$ cat src/rtl/dm_access.sv
// ============================================================================
//  Module   : dm_access
//  Purpose  : M-stage data-memory access unit. Single-outstanding ack bus,
//             byte lanes, lane-replicated stores and extended loads.
//             Optional macro DM_ALIGN_CHECK_EN enables misalignment trapping.
//             Encodings: besel B=00 H=01 W=10 (11 acts as W),
//             bextop ZERO=0 SIGN=1.
//  Revision : 1.0  initial release
// ============================================================================
`default_nettype none

module dm_access #(
  parameter int TIMEOUT = 255
) (
  input  logic        clk,
  input  logic        rst,
  input  logic        ld,
  input  logic        st,
  input  logic [1:0]  besel,
  input  logic        bextop,
  input  logic [31:0] addr,
  input  logic [31:0] wd,
  output logic        bus_req,
  output logic        bus_we,
  output logic [3:0]  bus_be,
  output logic [31:0] bus_addr,
  output logic [31:0] bus_wdata,
  input  logic        bus_ack,
  input  logic [31:0] bus_rdata,
  output logic [31:0] rdata,
  output logic        stall,
  output logic        align_err,
  output logic        bus_err
);

  localparam logic [1:0] c_BESEL_B    = 2'b00;
  localparam logic [1:0] c_BESEL_H    = 2'b01;
  localparam logic       c_BEXTOP_SGN = 1'b1;
  localparam logic [7:0] c_TMO_LAST   = 8'(TIMEOUT - 1);

  typedef enum logic [1:0] {
    S_IDLE = 2'd0,
    S_BUSY = 2'd1,
    S_DONE = 2'd2
  } state_t;

  state_t      r_state;
  logic [7:0]  r_cnt;
  logic [1:0]  r_besel;
  logic        r_bextop;
  logic [1:0]  r_off;

  logic        w_misalign;
  logic        w_issue;
  logic [3:0]  w_be;
  logic [31:0] w_wdata;
  logic [7:0]  w_byte;
  logic [15:0] w_half;
  logic [31:0] w_ld_data;

`ifdef DM_ALIGN_CHECK_EN
  always_comb begin
    w_misalign = 1'b0;
    if (besel == c_BESEL_H)
      w_misalign = addr[0];
    else if (besel != c_BESEL_B)
      w_misalign = (addr[1:0] != 2'b00);
  end
  assign align_err = rst & (ld | st) & w_misalign;
`else
  assign w_misalign = 1'b0;
  assign align_err  = 1'b0;
`endif

  assign w_issue = (r_state == S_IDLE) && (ld | st) && !w_misalign;
  assign stall   = rst & (w_issue | (r_state == S_BUSY));

  always_comb begin
    w_be    = 4'b1111;
    w_wdata = wd;
    case (besel)
      c_BESEL_B: begin
        w_be    = 4'b0001 << addr[1:0];
        w_wdata = {4{wd[7:0]}};
      end
      c_BESEL_H: begin
        w_be    = addr[1] ? 4'b1100 : 4'b0011;
        w_wdata = {2{wd[15:0]}};
      end
      default: ;
    endcase
  end

  // Lane selection uses the offset captured at issue, not the live address.
  always_comb begin
    w_byte = bus_rdata[7:0];
    case (r_off)
      2'd1:    w_byte = bus_rdata[15:8];
      2'd2:    w_byte = bus_rdata[23:16];
      2'd3:    w_byte = bus_rdata[31:24];
      default: w_byte = bus_rdata[7:0];
    endcase
    w_half    = r_off[1] ? bus_rdata[31:16] : bus_rdata[15:0];
    w_ld_data = bus_rdata;
    case (r_besel)
      c_BESEL_B: w_ld_data = (r_bextop == c_BEXTOP_SGN) ?
                             {{24{w_byte[7]}}, w_byte} : {24'd0, w_byte};
      c_BESEL_H: w_ld_data = (r_bextop == c_BEXTOP_SGN) ?
                             {{16{w_half[15]}}, w_half} : {16'd0, w_half};
      default:   ;
    endcase
  end

  always_ff @(posedge clk or negedge rst) begin
    if (!rst) begin
      r_state   <= S_IDLE;
      r_cnt     <= 8'd0;
      r_besel   <= 2'b00;
      r_bextop  <= 1'b0;
      r_off     <= 2'b00;
      bus_req   <= 1'b0;
      bus_we    <= 1'b0;
      bus_be    <= 4'b0000;
      bus_addr  <= 32'd0;
      bus_wdata <= 32'd0;
      rdata     <= 32'd0;
      bus_err   <= 1'b0;
    end else begin
      bus_err <= 1'b0;
      case (r_state)
        S_IDLE: begin
          if (w_issue) begin
            bus_req   <= 1'b1;
            bus_we    <= st;
            bus_be    <= w_be;
            bus_addr  <= {addr[31:2], 2'b00};
            bus_wdata <= w_wdata;
            r_besel   <= besel;
            r_bextop  <= bextop;
            r_off     <= addr[1:0];
            r_cnt     <= 8'd0;
            r_state   <= S_BUSY;
          end
        end
        S_BUSY: begin
          if (bus_ack) begin
            bus_req <= 1'b0;
            if (!bus_we)
              rdata <= w_ld_data;
            r_state <= S_DONE;
          end else if (r_cnt == c_TMO_LAST) begin
            bus_req <= 1'b0;
            bus_err <= 1'b1;
            rdata   <= 32'd0;
            r_state <= S_DONE;
          end else begin
            r_cnt <= r_cnt + 8'd1;
          end
        end
        S_DONE: begin
          r_state <= S_IDLE;
        end
        default: begin
          bus_req <= 1'b0;
          r_state <= S_IDLE;
        end
      endcase
    end
  end

endmodule

`default_nettype wire

$ cat config.mk
export PLATFORM = sky130hd
export DESIGN_NAME = dm_access
export DESIGN_NICKNAME = d
export VERILOG_FILES = /design/src/rtl/dm_access.sv
export SDC_FILE = /design/constraint.sdc
export NUM_CORES = 1
export LEC_CHECK = 0
export BUFFER_PORTS_ARGS = -buffer_cell sky130_fd_sc_hd__buf_2
export CAP_MARGIN = 20
export CORE_UTILIZATION = 45
export DETAILED_ROUTE_END_ITERATION = 7
export PLACE_DENSITY_LB_ADDON = 0.08
export SETUP_SLACK_MARGIN = 0.15
export SYNTH_ARGS = -nofsm -noshare
export SYNTH_HDL_FRONTEND = slang
export SYNTH_SLANG_ARGS = --single-unit
$ cat constraint.sdc
create_clock -name clk -period 3.15 [get_ports clk]
set_input_delay 0.315 -clock clk [delete_from_list [all_inputs] [get_ports clk]]
set_output_delay 0.315 -clock clk [all_outputs]
set_load 0.01 [all_outputs]
* After elaboration in Yosys (flattened, before gate mapping)
Cells that the tools add are included.
** Cells by class
- Equal/unequal tests :: 13
- Reduce and logical (&&, ||, !) cells :: 11
- Multiplexer cells :: 26
- Bitwise gates (word level) :: 4
- Add/subtract/negate cells :: 1
- Shifts and indexed selects :: 1
** Operators with widths (number)
- $mux 32 :: 5
- $pmux 32 s2 :: 2
- $mux 8 :: 3
- $pmux 8 s3 :: 1
- $mux 16 :: 1
- $pmux 8 s2 :: 1
- $add 8x1->8 const B :: 1
- $eq 2x1->1 const B :: 4
- $eq 8x8->1 const B :: 1
- $ne 2x2->1 const B :: 4
- $pmux 4 s2 :: 1
- $eq 2x2->1 const B :: 3
- $logic_not 2->1 :: 3
- $mux 1 :: 6
- $mux 2 :: 3
- $reduce_and 3->1 :: 2
- $mux 4 :: 1
- $pmux 2 s2 :: 1
- $reduce_and 2->1 :: 2
- $reduce_and 4->1 :: 1
- $reduce_bool 2->1 :: 2
- $shl 1x2->4 const A :: 1
- $ne 3x2->1 const B :: 1
- $pmux 1 s3 :: 1
- 4 further kinds :: 5
** Storage, ports and cells
- Input port bits :: 104
- Logic and storage cells :: 68
- Register bits after elaboration :: 116
- Output and inout bits :: 105

* Logic depth before layout (Yosys ltp)
- Depth after elaboration :: 6
- Depth in mapped cells :: 7

* Worst setup path after synthesis
OpenSTA, ideal clock, no wires.
- Path kind :: flip-flop to flip-flop
- Start :: reg r_off[1]
- End :: reg rdata[10]
- Stages on the path, launching flop included :: 6
- Path slack :: 1472 ps
- Required time :: 3028 ps
- Period minus slack after synthesis :: 1678 ps
- Data arrival time :: 1557 ps
- Path buffers :: 1
- Setup time :: 122 ps
- Cell sequence :: dfrtp_1 > buf_6 > mux4_2 > a31oi_4 > o21ai_1 > a32o_1
** Between the ends
- Word-level cells in the longest chain between the ends :: 6
** RTL lines
- start: declaration :: line 51 : logic [1:0] r_off;
- start signal: assignment :: line 140 : r_off <= addr[1:0];
- $eq 2x2->1 / $eq 2x1->1 (equally long branches) :: line 97 : case (r_off)
- $pmux 8 s3 :: line 97
- $mux 32 :: line 106 : c_BESEL_B: w_ld_data = (r_bextop == c_BEXTOP_SGN) ?
- $pmux 32 s2 (*) :: line 105 : case (r_besel)
- $mux 32 (*) :: line 148 : if (!bus_we)
- $mux 32 (*) :: line 146 : if (bus_ack) begin
- end signal: assignment :: line 149 : rdata <= w_ld_data;
- end: declaration :: line 30 : output logic [31:0] rdata,
Every way passes the cells marked *; elsewhere a longest branch is shown, timed or not. The select of a mux whose other input is x is not followed.
A chain may end at the register's enable or synchronous reset.

* Worst setup path in the final report
- Start :: in rst
- End :: out stall
** Between the ends
- Word-level cells in the longest chain between the ends :: 1
** RTL lines
- start: declaration :: line 16 : input logic rst,
- $and 1x1->1 :: line 76 : assign stall = rst & (w_issue | (r_state == S_BUSY));
- end: declaration :: line 31 : output logic stall,
Every way passes these cells.

==> impl_metrics.py <==
metrics = {
    "outcome": {
        "status": "complete, no violations",
    },
    "global_route": {
        "grt_pass1_vias": 4706,
        "track_usage_pct": 24.1,
        "grt_pass1_wl_mm": 23.5,
        "grt_max_degree": 101,
        "overflow": 0,
        "antenna_found_initial": 0,
    },
    "critical_path": {
        "cp_slowest_cell": "dlygate4sd3_1",
        "ff2ff_path_depth": 4,
        "crit_path_max_fanout": 45,
        "path_cells": "dlygate4sd3_1 > buf_4 > a21boi_0 > buf_2",
        "cp-end-kind": "output pin",
        "cp.required_ns": 2.83,
        "arrival_ns": 1.82,
        "reg2reg_to": "rdata[29]",
        "r2r_start": "r_besel[1]",
        "worstSetupPathType": "input pin to output pin",
        "max_stage_delay_ns": 0.52,
        "start_kind": "input pin",
        "r2r_slack_ns": 1.14,
    },
    "route": {
        "route.vias.total": 4748,
        "detail_route.first_pass.iterations": 4,
        "wire_per_inst_microns": 15.7,
        "met3RoutedLength_microns": 957,
        "drt-met1-wl_mm": 6.32,
        "route.met2.wl_mm": 6.80,
        "drtIter0Drc": 299,
        "highest_layer": "met4",
        "drtAntennaViolNets": 0,
        "wl_mm": 14.3,
        "drc": 0,
        "via_per_inst": 5.22,
    },
    "power_and_ir_drop": {
        "power_density_mw_per_mm2": 1040,
        "power.leakage_nw": 3.73,
        "power_mw": 7.37,
        "ir_drop_v": 0.000671,
    },
    "sta": {
        "whs_ns": 0.0969,
        "setup_viol": 0,
        "slew_headroom_pct": 34.4,
        "rsz0062_at_grt": "false",
        "fin_tns_setup_ns": 0,
        "max_freq_mhz": 468,
        "period_share_pct": 67.8,
        "tightest_slew_ns": 0.985,
        "slew_violations": 0,
        "fin_crit_ns": 2.14,
        "hold_violations": 0,
        "final.setup_skew_ns": 0.00683,
    },
    "cells_and_area": {
        "syn_to_final_growth_pct": 33.6,
        "antennaDiodeCount": 0,
        "drive_gt1_share_pct": 33.2,
        "fin_nets": 860,
    },
    "min_path": {
        "worstHoldEndpoint": "bus_addr[6]",
        "worstHoldStart": "addr[6]",
        "hold_depth": 3,
        "min_path_type": "input pin to flip-flop",
    },
    "floorplanning": {
        "start_util_pct": 46.5,
        "rows": 39,
        "coreArea_sq_mm": 0.0115,
        "fp.dieW_microns": 111,
        "die_y_microns": 111,
        "die_area_sq_mm": 0.0123,
        "ios": 209,
    },
    "placement": {
        "routabilityCongestion": 0.856,
        "dp_hpwl_mm": 9.97,
        "portBuffers": 205,
    },
    "synthesis": {
        "synthTopCellsByCount": "nand2_1 (179), dfrtp_1 (116), o21ai_0 (42)",
        "synth_top_area_share_pct": 54.5,
        "synth.largest_area_cell": "dfrtp_1",
        "synth_warnings": 0,
        "syn_area_per_cell_sq_um": 9.55,
        "synthCells": 558,
        "synth_edf_count": 0,
        "syn-cell-area_sq_mm": 0.00533,
        "yosysMostFrequentCell": "nand2_1",
        "yosys_most_used_dff": "dfrtp_1",
        "synth_cell_type_count": 44,
        "ys_ff_latch": 116,
        "yosys-top-cells-area": "dfrtp_1 (54%), nand2_1 (13%), mux2i_1 (6.0%)",
        "yosysSeqAreaShare_pct": 54.5,
        "synth-async-reset-ratio_pct": 100,
    },
    "clock_tree": {
        "cts_resized": 0,
        "cts_tree": "done",
        "cts_made_buffers": 17,
        "clockBufferDepth": 2,
        "cts_num_sinks": 116,
        "clk_pin_slew_worst_paths_ns": 0.05,
        "clock_latency_ns": 0.41,
        "root_buffer": "clkbuf_16",
        "cts_setup_buffers": 0,
        "htree_levels": 4,
    },
    "flow_run": {
        "drv_cap": 0,
    },
}
routing by layer:
metal	vias to the layer above	global-route usage [%]
met1	2259	31.7
met3	21	6.12
met5	-	0
met2	172	37.6
li1	2296	-
met4	0	10.6
flip-flops by register name (all words and copies together), names as in the netlist:
signal / count
bus_addr: 30
bus_err: 1
r_besel: 2
bus_wdata: 32
bus_we: 1
rdata: 32
r_bextop: 1
r_cnt: 8
r_state: 2
r_off: 2
bus_be: 4
bus_req: 1
critical path, delay by kind of cell:
| family | cells | cell delay [ns] |
|---|---|---|
| buffers and inverters | 3 | 1.17 |
| AO/OA/AOI/OAI | 1 | 0.29 |
per-stage QoR:
| step | utilization [%] | setup slack [ns] | instances | cell area [sq um] |
|---|---|---|---|---|
| floorplan | - | 1.47 | 560 | 5340 |
| global placement | 56.4 | 1.22 | 877 | 6470 |
| detailed placement | 56.4 | 1.16 | 877 | 6470 |
| CTS | 62.1 | 0.980 | 910 | 7120 |
| global route | 62.1 | 0.899 | 910 | 7120 |
| finish | 62.1 | 1.01 | 910 | 7120 |
worst max-delay path by stage:
stage,depth (start not counted),end,slack [ns],start
final,4,stall,1.01,rst
after global routing,4,stall,0.90,rst
after floorplan,5,rdata[10],1.47,r_off[1]
after CTS,4,stall,0.98,rst
after global placement,4,rdata[13],1.22,r_off[1]
after detailed placement,4,rdata[11],1.16,r_off[1]
area by class of cell:
cell class | count | area, sq um
Fill cell | 1022 | 4340
Inverter | 5 | 18.8
Multi-Input combinational cell | 399 | 2260
Tap cell | 143 | 179
Sequential cell | 116 | 2900
Clock buffer | 24 | 502
Timing Repair Buffer | 215 | 1120
Clock inverter | 8 | 145
logic make-up (layout without fill, tap and decap cells):
logic type	after synthesis	in the layout	share of synthesized area, %
fa+ha+maj	2	2	0.469
buf+inv	45	252	3.69
other cells	1	3	0.0704
xor+xnor	2	2	0.329
compound gates	111	111	13.9
simple gates	245	245	20.0
mux	36	36	7.07
flops	116	116	54.5
cells in the final DEF (no fill, tap or decap), types with 6 or more instances in the layout:
master     Yosys  final
clkbuf_16      0     17
nand2b_1      13     13
nand3b_1       7      7
nor3b_1        6      6
buf_4          3      9
mux2i_1       32     32
nor2_1        19     19
o21ai_0       42     42
o31ai_1        9      9
a21oi_1       18     18
a32o_1         8      8
buf_2          7    204
o21ai_1        7      6
dfrtp_1      116    116
nand2_1      179    179
a221o_1       16     16
report_power, final:
group,switching [mW],internal [mW],leakage [nW]
clock network,0.655,1.43,0.312
logic,1.57,1.11,1.97
registers,0.454,2.17,1.45
total,2.67,4.70,3.73
timing repair:
| item | CTS | global route |
|---|---|---|
| hold endpoints to repair | 42 | 0 |
| hold buffers | 1 | 0 |
| setup endpoints to repair | 0 | 0 |
No activity file was read; power rests on OpenSTA's default activity.
